### src/rtl/sdram_port_scheduler.sv
// Four-port round-robin burst scheduler for the SDRAM frame buffer, with per-port wrapping address counters.
// Optional macro READ_URGENT_EN: nearly-empty read FIFOs preempt the round-robin order.
module sdram_port_addr #(
   parameter int ADDR_W = 22,
   parameter int LEN_W  = 9
) (
   input  logic              clk,
   input  logic              reset,
   input  logic [ADDR_W-1:0] base,
   input  logic [ADDR_W-1:0] max,
   input  logic [LEN_W-1:0]  len,
   input  logic              load,
   input  logic              active,
   input  logic              done,
   output logic [ADDR_W-1:0] addr
);
   logic              pend;
   logic [ADDR_W:0]   limit;
   logic              wrap;
   logic [ADDR_W-1:0] next_addr;

   // limit goes negative when max < len, which must wrap rather than underflow
   assign limit     = {1'b0, max} - {{(ADDR_W+1-LEN_W){1'b0}}, len};
   assign wrap      = limit[ADDR_W] || ({1'b0, addr} >= limit);
   assign next_addr = addr + ADDR_W'(len);

   always_ff @(posedge clk) begin
      if (reset) begin
         addr <= base;
         pend <= 1'b0;
      end else if (done) begin
         addr <= (pend || load || wrap) ? base : next_addr;
         pend <= 1'b0;
      end else if (load) begin
         // a reload during an outstanding burst is deferred to its completion
         if (active) pend <= 1'b1;
         else        addr <= base;
      end
   end
endmodule

module sdram_port_scheduler #(
   parameter int ADDR_W = 22,
   parameter int LEN_W  = 9
) (
   input  logic                   clk,
   input  logic                   reset,
   input  logic [3:0][ADDR_W-1:0] port_base,
   input  logic [3:0][ADDR_W-1:0] port_max,
   input  logic [3:0][LEN_W-1:0]  port_len,
   input  logic [3:0]             port_load,
   input  logic [3:0][LEN_W-1:0]  port_usedw,
   output logic                   cmd_valid,
   input  logic                   cmd_ready,
   output logic [1:0]             cmd_port,
   output logic                   cmd_write,
   output logic [ADDR_W-1:0]      cmd_addr,
   output logic [LEN_W-1:0]       cmd_len,
   input  logic                   cmd_done,
   output logic                   busy
);
   localparam logic [1:0] S_IDLE  = 2'd0;
   localparam logic [1:0] S_ISSUE = 2'd1;
   localparam logic [1:0] S_BUSY  = 2'd2;

   logic [1:0]             state;
   logic [1:0]             last;
   logic [3:0][ADDR_W-1:0] addr;
   logic [3:0]             elig;
   logic [3:0]             cand;
   logic [3:0]             active;
   logic [3:0]             done_vec;
   logic                   grant_vld;
   logic [1:0]             grant;
   logic [1:0]             idx;
`ifdef READ_URGENT_EN
   logic [3:0]             urgent;
`endif

   always_comb begin
      elig = '0;
      for (int i = 0; i < 4; i++) begin
         if (i < 2) elig[i] = (port_len[i] != '0) && (port_usedw[i] >= port_len[i]);
         else       elig[i] = (port_len[i] != '0) && (port_usedw[i] <  port_len[i]);
         elig[i] = elig[i] && !port_load[i];
      end
      cand = elig;
`ifdef READ_URGENT_EN
      urgent = '0;
      for (int i = 2; i < 4; i++)
         urgent[i] = elig[i] && (port_usedw[i] < (port_len[i] >> 1));
      if (|urgent) cand = urgent;
`endif
      // walk from farthest to nearest so the nearest candidate after last wins
      grant_vld = 1'b0;
      grant     = '0;
      idx       = '0;
      for (int k = 4; k >= 1; k--) begin
         idx = last + 2'(k);
         if (cand[idx]) begin
            grant_vld = 1'b1;
            grant     = idx;
         end
      end
   end

   always_comb begin
      active   = '0;
      done_vec = '0;
      active[cmd_port]   = (state != S_IDLE);
      done_vec[cmd_port] = (state == S_BUSY) && cmd_done;
   end

   for (genvar g = 0; g < 4; g++) begin : g_port
      sdram_port_addr #(.ADDR_W(ADDR_W), .LEN_W(LEN_W)) u_addr (
         .clk    (clk),
         .reset  (reset),
         .base   (port_base[g]),
         .max    (port_max[g]),
         .len    (port_len[g]),
         .load   (port_load[g]),
         .active (active[g]),
         .done   (done_vec[g]),
         .addr   (addr[g])
      );
   end

   always_ff @(posedge clk) begin
      if (reset) begin
         state     <= S_IDLE;
         last      <= 2'd3;
         cmd_valid <= 1'b0;
         cmd_port  <= '0;
         cmd_write <= 1'b0;
         cmd_addr  <= '0;
         cmd_len   <= '0;
         busy      <= 1'b0;
      end else begin
         case (state)
            S_IDLE: if (grant_vld) begin
               state     <= S_ISSUE;
               last      <= grant;
               cmd_valid <= 1'b1;
               cmd_port  <= grant;
               cmd_write <= ~grant[1];
               cmd_addr  <= addr[grant];
               cmd_len   <= port_len[grant];
               busy      <= 1'b1;
            end
            S_ISSUE: if (cmd_ready) begin
               state     <= S_BUSY;
               cmd_valid <= 1'b0;
            end
            S_BUSY: if (cmd_done) begin
               state <= S_IDLE;
               busy  <= 1'b0;
            end
            default: state <= S_IDLE;
         endcase
      end
   end
endmodule

### config.mk
export PLATFORM = sky130hd
export DESIGN_NAME = sdram_port_scheduler
export DESIGN_NICKNAME = d
export VERILOG_FILES = /design/src/rtl/sdram_port_scheduler.sv
export SDC_FILE = /design/constraint.sdc
export NUM_CORES = 1
export LEC_CHECK = 0
export ABC_AREA = 1
export CAP_MARGIN = 5
export CORE_ASPECT_RATIO = 1.75
export CORE_MARGIN = 10
export CORE_UTILIZATION = 46
export CTS_BUF_LIST = sky130_fd_sc_hd__clkbuf_2 sky130_fd_sc_hd__clkbuf_4 sky130_fd_sc_hd__clkbuf_8
export DETAILED_ROUTE_END_ITERATION = 16
export HOLD_SLACK_MARGIN = 0.02
export PLACE_DENSITY = 0.73
export SLEW_MARGIN = 20
export SYNTH_ARGS = -nofsm -noshare
export SYNTH_HDL_FRONTEND = slang
export SYNTH_SLANG_ARGS = --single-unit
### constraint.sdc
create_clock -name clk -period 3.9 [get_ports clk]
set_input_delay 0.78 -clock clk [delete_from_list [all_inputs] [get_ports clk]]
set_output_delay 0.78 -clock clk [all_outputs]
set_load 0.03 [all_outputs]
### Word level (Yosys, flattened, before mapping)

Cells that the tools add are included.

* logic and storage cells: 159
* input port bits: 256
* register bits: 132

* bitwise operators: 3
* reduce and logical (&&, ||, !) cells: 54
* add/sub/neg operators: 11
* muxes and demuxes: 51
* magnitude comparators: 15
* equal/unequal tests: 9

Operator list (count)
* 22-bit two-way mux: 21
* 22-bit by 23-bit greater-or-equal comparator with 1-bit output: 4
* 22-bit by 9-bit subtractor with 23-bit output: 4
* 22-bit by 9-bit adder with 22-bit output: 4
* 22-bit binary-select mux with 2-bit select: 1
* 9-bit nonzero test: 4
* 9-bit binary-select mux with 2-bit select: 1
* 9-bit greater-or-equal comparator: 2
* 2-bit by 3-bit < comparator with 1-bit output, second input constant: 6
* 9-bit < comparator: 2
* 2-bit AND reduction: 9
* 2-bit two-way mux: 7
* 1-bit logical OR: 12
* 1-bit two-way mux: 12
* 3-bit by 2-bit inequality test with 1-bit output, second input constant: 4
* 3-bit nonzero test: 4
* 1-bit logical AND: 10
* 9-bit two-way mux: 1
* 3-bit AND reduction: 3
* 4-bit bitwise AND: 2
* 1-bit binary-select mux with 2-bit select: 4
* 2-bit OR reduction: 4
* 2-bit inequality test, second input constant: 3
* 2-bit one-hot mux with 3 select lines: 1
* other kinds (11): 18

### Depth between registers and ports, before layout

* depth after elaboration: 11
* depth in mapped cells: 29
* depth with buffers taken out: 29

### Cells and area by module

A second synthesis with hierarchy kept.

* cells, all modules: 2673
* area total of the unflattened synthesis: 17485.5 µm²

By module, submodules not included
* sdram_port_addr at g_port[1].u_addr ...: area each 3284.4 µm², instances 3, cells each 469
* sdram_port_scheduler: area each 4187.8 µm², instances 1, cells each 733
* sdram_port_addr at g_port[0].u_addr: area each 3444.6 µm², instances 1, cells each 533

### Worst setup path before layout

Ideal clock, no wire load.

* path type: in2reg
* start: input port_len[11] (netlist bit)
* end: register g_port[1].u_addr.addr[10], data pin
* data arrival time: 4009 ps
* setup slack: -362 ps
* data required time: 3647 ps
* setup time: 253 ps
* stages: 28
* path through: inv_1 -> ha_1 -> a21oi_1 -> nand2_1 -> nand3_1 -> nand2_1 -> nand3_1 -> nand2_1 -> nand2_1 -> a21oi_1 -> nor2_1 -> nand3_1 -> nor2_1 -> nand2_1 -> nor3_1 -> xnor2_1 -> ha_1 -> nand2_1 -> nor2_1 -> nand2_1 -> or4_1 -> o2111ai_1 -> nor2_2 -> nand2_4 -> inv_2 -> buf_6 -> o21ai_1 -> inv_1

* cells in the longest elaborated chain, start to end: 7

RTL lines
* start: declaration: RTL line 50 `input logic [3:0][LEN_W-1:0] port_len,`
* 22-bit by 9-bit subtractor with 23-bit output: RTL line 23 `assign limit = {1'b0, max} - {{(ADDR_W+1-LEN_W){1'b0}}, len};`
* 22-bit by 23-bit greater-or-equal comparator with 1-bit output: RTL line 24 `assign wrap = limit[ADDR_W] || ({1'b0, addr} >= limit);`
* 1-bit logical OR: RTL line 24
* 1-bit logical OR: RTL line 32 `addr <= (pend || load || wrap) ? base : next_addr;`
* 22-bit two-way mux *: RTL line 32
* 22-bit two-way mux *: RTL line 31 `end else if (done) begin`
* 22-bit two-way mux *: RTL line 28 `if (reset) begin`
* end signal: assignment: RTL line 29 `addr <= base;`
* end signal: assignment: RTL line 32
* end signal: assignment: RTL line 37 `else addr <= base;`
* end: declaration: RTL line 15 `output logic [ADDR_W-1:0] addr`

Mark *: on every way between the ends. The rest lies on a longest branch, timed or not.
A chain may end at the register's enable or synchronous reset.

### Worst setup path in the final report

* start: input port_len[7] (netlist bit)
* end: register g_port[0].u_addr.addr[1], data pin

* cells in the longest elaborated chain, start to end: 7

RTL lines (RTL line)
* 22-bit by 9-bit subtractor with 23-bit output *: 23
* 22-bit by 23-bit greater-or-equal comparator with 1-bit output: 24
* 1-bit logical OR *: 24
* 1-bit logical OR *: 32
* 22-bit two-way mux *: 32
* 22-bit two-way mux *: 31
* 22-bit two-way mux *: 28
* end signal: assignment: 29
* end signal: assignment: 32
* end signal: assignment: 37
* end: declaration: 15

Marks and branches as above.

==> reports/results.txt <==
No sink is reached through more buffers than the 2 on the longest clock path. The setup check on the worst reg-to-reg path leaves a slack of 980 ps. In this design, the critical path's most frequently occurring cell is sky130_fd_sc_hd__nand2_1. The share of final-layout standard cells stronger than drive strength 1 came out at 0.292. For the number of routed nets with antenna violations, the log shows 0. The headroom to the max-slew limit came out at 0.386. The cell sitting at the root of the clock tree is a sky130_fd_sc_hd__clkbuf_8.

The worst hold path endpoint is g_port[0].u_addr.pend$_SDFFE_PP0P_. After global routing the overflow that remains totals 0. Sorting the synthesized cells by how often they occur yields 445 x sky130_fd_sc_hd__nand2_1, 369 x sky130_fd_sc_hd__inv_1, 265 x sky130_fd_sc_hd__nand3_1, 194 x sky130_fd_sc_hd__ha_1, 111 x sky130_fd_sc_hd__a21oi_1.

The tree built by TritonCTS fans out to 132 sinks. The run gives 40400 um^2 as the area of the die. The path class of the tightest hold or removal check is register to register. The logs give 0 for the final count of pins violating max slew and 32200 um^2 for the placeable core area. For this run, the post-layout net count is 3246. In this run the count of I/O pins placed on the die edge is 292. The synthesized-area fraction occupied by and/or/nand/nor cells was 0.281.

Count of buffers inserted at the top-level ports: 291. The most used flip-flop cell after synthesis is sky130_fd_sc_hd__edfxtp_1. The post-DP HPWL was 46.7 mm. The adder-cell share of the synthesized area was 0.173. Number of standard cells in the final layout excluding fillers: 3204. Yosys instantiated no cell more often than sky130_fd_sc_hd__nand2_1. The area share of xor/xnor cells in the synthesized design was 0.0867.

The largest single stage delay on the critical path is 500 ps. The worst setup path is of the input port to register kind. The number of buffers and inverters on the critical path was 6; the average wire per cell in the routed design was 19.5 um.

With fillers left out, the area of the finished cells amounts to 23700 um^2. The first global-routing pass estimated 92.0 mm of wire. The maximum operating frequency is 242 MHz, and the number of synthesized flops with an enable pin is 88. The count of H-tree levels built during CTS is 4, and the mux share of post-synthesis cell area is 0. The global-route total usage across every layer was 0.288.

TritonCTS built the clock tree. The total power of the final layout is 0.00913 W, and the clock skew is 15.1 ps. The flow ran to the end, but the final reports show violations.

The run gives 0.236 as the share of synthesized area occupied by flip-flops and latches. The fill cell instance count of the final layout was 2428; the standard-cell row count was 87. At the end of routability-driven placement, the weighted congestion stood at 0.951.

Grouping stages by cell kind, the critical path spends the most delay in simple AND/OR/NAND/NOR gates. The number of nets produced by synthesis is 2605. The tools report the endpoint of the worst register-to-register path as g_port[1].u_addr.addr[18]$_DFFE_PP_. The initial antenna violation count was 3; the worst reg2reg path depth was 16. The area share of the largest cell type after synthesis is 0.177. Clock-pin slew was measured on the worst setup and hold paths at 70 ps.

The final reports fail on negative setup slack. The run gives -236 ps as the worst setup slack after layout. The post-route DRC violation count is 0. The post-synthesis register bit count was 132. The worst hold slack after final layout was 482 ps; the post-route clock period utilization was 1.06.

Counting instances, the worst hold path has a depth of 2. The max-cap violation count is 0. The biggest area contributor in the post-synthesis netlist is sky130_fd_sc_hd__edfxtp_1.

The total via count after detailed routing came out at 17500. Using the TritonRoute via totals, the vias-per-cell ratio works out to 5.46. Counting I/O delays and the setup requirement, the final critical path takes 4140 ps.

The number of hold violations in the final report is 0, and the power density relative to cell area is 385 nW/um^2. Compound-gate portion of the synthesized area: 0.110. Data on the critical path is required at its endpoint by 4230 ps. The first routing iteration left 1102 violations. Including well taps, the total number of placed cells is 3040. In this run the most critical hold path is launched from g_port[0].u_addr.pend$_SDFFE_PP0P_.

Library cell contributing the largest single delay on the critical path: sky130_fd_sc_hd__clkdlybuf4s50_1. For the worst setup path, the data arrival time is 4460 ps. In this run the horizontal extent of the chip is 156 um.

The largest family of logic cells by synthesized area is simple AND/OR/NAND/NOR gates. STA classifies the critical path endpoint as a register. Wires add up to 62.3 mm.

Setup repair after global routing could not meet its margin everywhere. The placed instances occupy a cell area of 20400 um^2. For the leakage power total, the log shows 11.5 nW. The initial cell density of the core is 0.464. The startpoint class of the critical path was an input port. The relative area change from synthesis to final layout works out to 58.5%. In this run the worst path has a maximum fanout of 5.

The clock reaches the later pin of the worst-skew pair after 480 ps. The number of global-route vias before repair is 17900. The signal on the critical path passes through clkdlybuf4s50_1 -> inv_2 -> ha_1 -> nand2_1 -> nand2_1 -> a21oi_2 -> nand2_2 -> nor2_4 -> nand3_4 -> nor3_4 -> xor2_1 -> inv_1 -> ha_4 -> inv_4 -> nor2_2 -> nand4_1 -> nor4_4 -> nor3_4 -> nand3_4 -> buf_8 -> clkbuf_16 -> nand2_1 -> o21ai_1.

The actual transition at the worst max-transition pin is 922 ps, and the instance count on the critical path is 23. The largest vdd supply drop came out at 0.339 mV. The synthesized instance count was 2147; the number of buffers inserted during clock tree synthesis was 17. The async set or reset register ratio after synthesis was 0; the number of search-and-repair iterations in the first detailed-routing pass was 6. In this run the mean area of a mapped cell was 6.96 um^2.

After synthesis the cells add up to 15000 um^2. In this run the critical register-to-register path is launched from g_port[1].u_addr.addr[1]$_DFFE_PP_. The number of failing setup endpoints in the final timing report was 75; the number of warning messages in the yosys log was 0. The tools report the count of distinct cell types in the synthesized netlist as 57. Entering global routing, the biggest net connects 38 pins. The height of the chip was 259 um. Sorting the synthesized cells by area gives the leading types as sky130_fd_sc_hd__edfxtp_1 18%, sky130_fd_sc_hd__ha_1 16%, sky130_fd_sc_hd__nand2_1 11%.
==> final cells by class <==
| class | count | area, um^2 | area share |
|---|---|---|---|
| well taps | 400 | 500 | 0.0211 |
| inverters | 374 | 1460 | 0.0617 |
| clock inverters | 7 | 120 | 0.00507 |
| repair inverters | 2 | 20.0 | 0.000845 |
| diodes | 3 | 7.51 | 0.000317 |
| repair buffers | 671 | 6250 | 0.264 |
| flip-flops and latches | 132 | 3520 | 0.149 |
| multi-input cells | 1590 | 11500 | 0.485 |
| clock buffers | 25 | 313 | 0.0132 |
==> metal layers <==
metal  up-vias  GRT usage  wire (um)  part of all wire
met4         0      0.197       4470             0.072
met1      8124      0.291      21600              0.35
met5         -          0          0                 0
met2       706      0.535      33100              0.53
li1       8434          -          -                 -
met3       229     0.0338       3170             0.051
==> worst max-delay path by stage <==
| stage | from | to | slack [ps] |
|---|---|---|---|
| global placement | port_len[10] | g_port[1].u_addr.addr[6]$_DFFE_PP_ | -1180 |
| CTS | port_len[2] | g_port[0].u_addr.addr[2]$_DFFE_PP_ | -190 |
| finish | port_len[7] | g_port[0].u_addr.addr[1]$_DFFE_PP_ | -240 |
| floorplan | port_max[22] | g_port[1].u_addr.addr[10]$_DFFE_PP_ | -270 |
| global route | port_len[7] | g_port[0].u_addr.addr[8]$_DFFE_PP_ | -430 |
| detailed placement | port_len[10] | g_port[1].u_addr.addr[7]$_DFFE_PP_ | -1240 |
==> kinds of logic (layout without fill, tap and decap cells) <==
group                      count (synthesis)  count (layout)
xor gates and xnor gates                 148             148
AOI/OAI and AO/OA                        297             297
other                                      0               3
adders and majority gates                202             202
DFF                                      132             132
and+or+nand+nor                          943             943
buffers and inverters                    425            1079
==> where the power goes <==
part | switching (W) | internal (W)
logic | 0.00338 | 0.00242
registers | 0.000270 | 0.00175
clock network | 0.000588 | 0.000722
total | 0.00424 | 0.00489
==> layout by cell type (no fill, tap or decap), types with 11 or more instances in the layout <==
cell and n:
sky130_fd_sc_hd__a21oi_1 84, sky130_fd_sc_hd__a21oi_2 26, sky130_fd_sc_hd__buf_12 13, sky130_fd_sc_hd__buf_2 11, sky130_fd_sc_hd__buf_4 321, sky130_fd_sc_hd__buf_6 32, sky130_fd_sc_hd__clkbuf_8 20, sky130_fd_sc_hd__clkdlybuf4s50_1 234
sky130_fd_sc_hd__dfxtp_1 44, sky130_fd_sc_hd__dlygate4sd2_1 24, sky130_fd_sc_hd__edfxtp_1 88, sky130_fd_sc_hd__ha_1 160, sky130_fd_sc_hd__ha_4 32, sky130_fd_sc_hd__inv_1 324, sky130_fd_sc_hd__inv_2 36, sky130_fd_sc_hd__nand2_1 352
sky130_fd_sc_hd__nand2_2 65, sky130_fd_sc_hd__nand2_4 33, sky130_fd_sc_hd__nand3_1 242, sky130_fd_sc_hd__nand3_2 20, sky130_fd_sc_hd__nand4_1 30, sky130_fd_sc_hd__nor2_1 93, sky130_fd_sc_hd__nor2_2 12, sky130_fd_sc_hd__nor3_1 37
sky130_fd_sc_hd__nor4_1 12, sky130_fd_sc_hd__o21ai_0 25, sky130_fd_sc_hd__o21ai_1 42, sky130_fd_sc_hd__o21ai_2 63, sky130_fd_sc_hd__xnor2_1 45, sky130_fd_sc_hd__xor2_1 91
==> state kept, by name (all words and copies together) (netlist names) <==
| name | cells |
|---|---|
| state | 2 |
| cmd_write | 1 |
| last | 2 |
| cmd_valid | 1 |
| cmd_port | 2 |
| g_port.u_addr.pend | 4 |
| cmd_len | 9 |
| g_port.u_addr.addr | 88 |
| busy | 1 |
| cmd_addr | 22 |
==> worst min-delay path, cell delays in order, from the launching register on <==
cell and delay [ps]:
sky130_fd_sc_hd__dfxtp_1 300, sky130_fd_sc_hd__inv_1 60, sky130_fd_sc_hd__a211oi_1 70
==> metrics by stage <==
stage | utilization | setup WS, ps | setup TNS [ps]
final | 0.735 | -236 | -8790
after global routing | 0.735 | -434 | -22890
after CTS | 0.705 | -192 | -3460
after detailed placement | 0.633 | -1240 | -98430
after global placement | 0.633 | -1180 | -90380
after floorplan | - | -271 | -12420
==> what timing repair did <==
item,in CTS,in global routing
pin swaps,158,128
buffers inserted,94,28
setup endpoints to repair,88,88
hold buffers,0,0
gates cloned,17,4
resized for setup,356,256
endpoints found under the hold margin,0,0
Power figures use the tool's default switching activity.
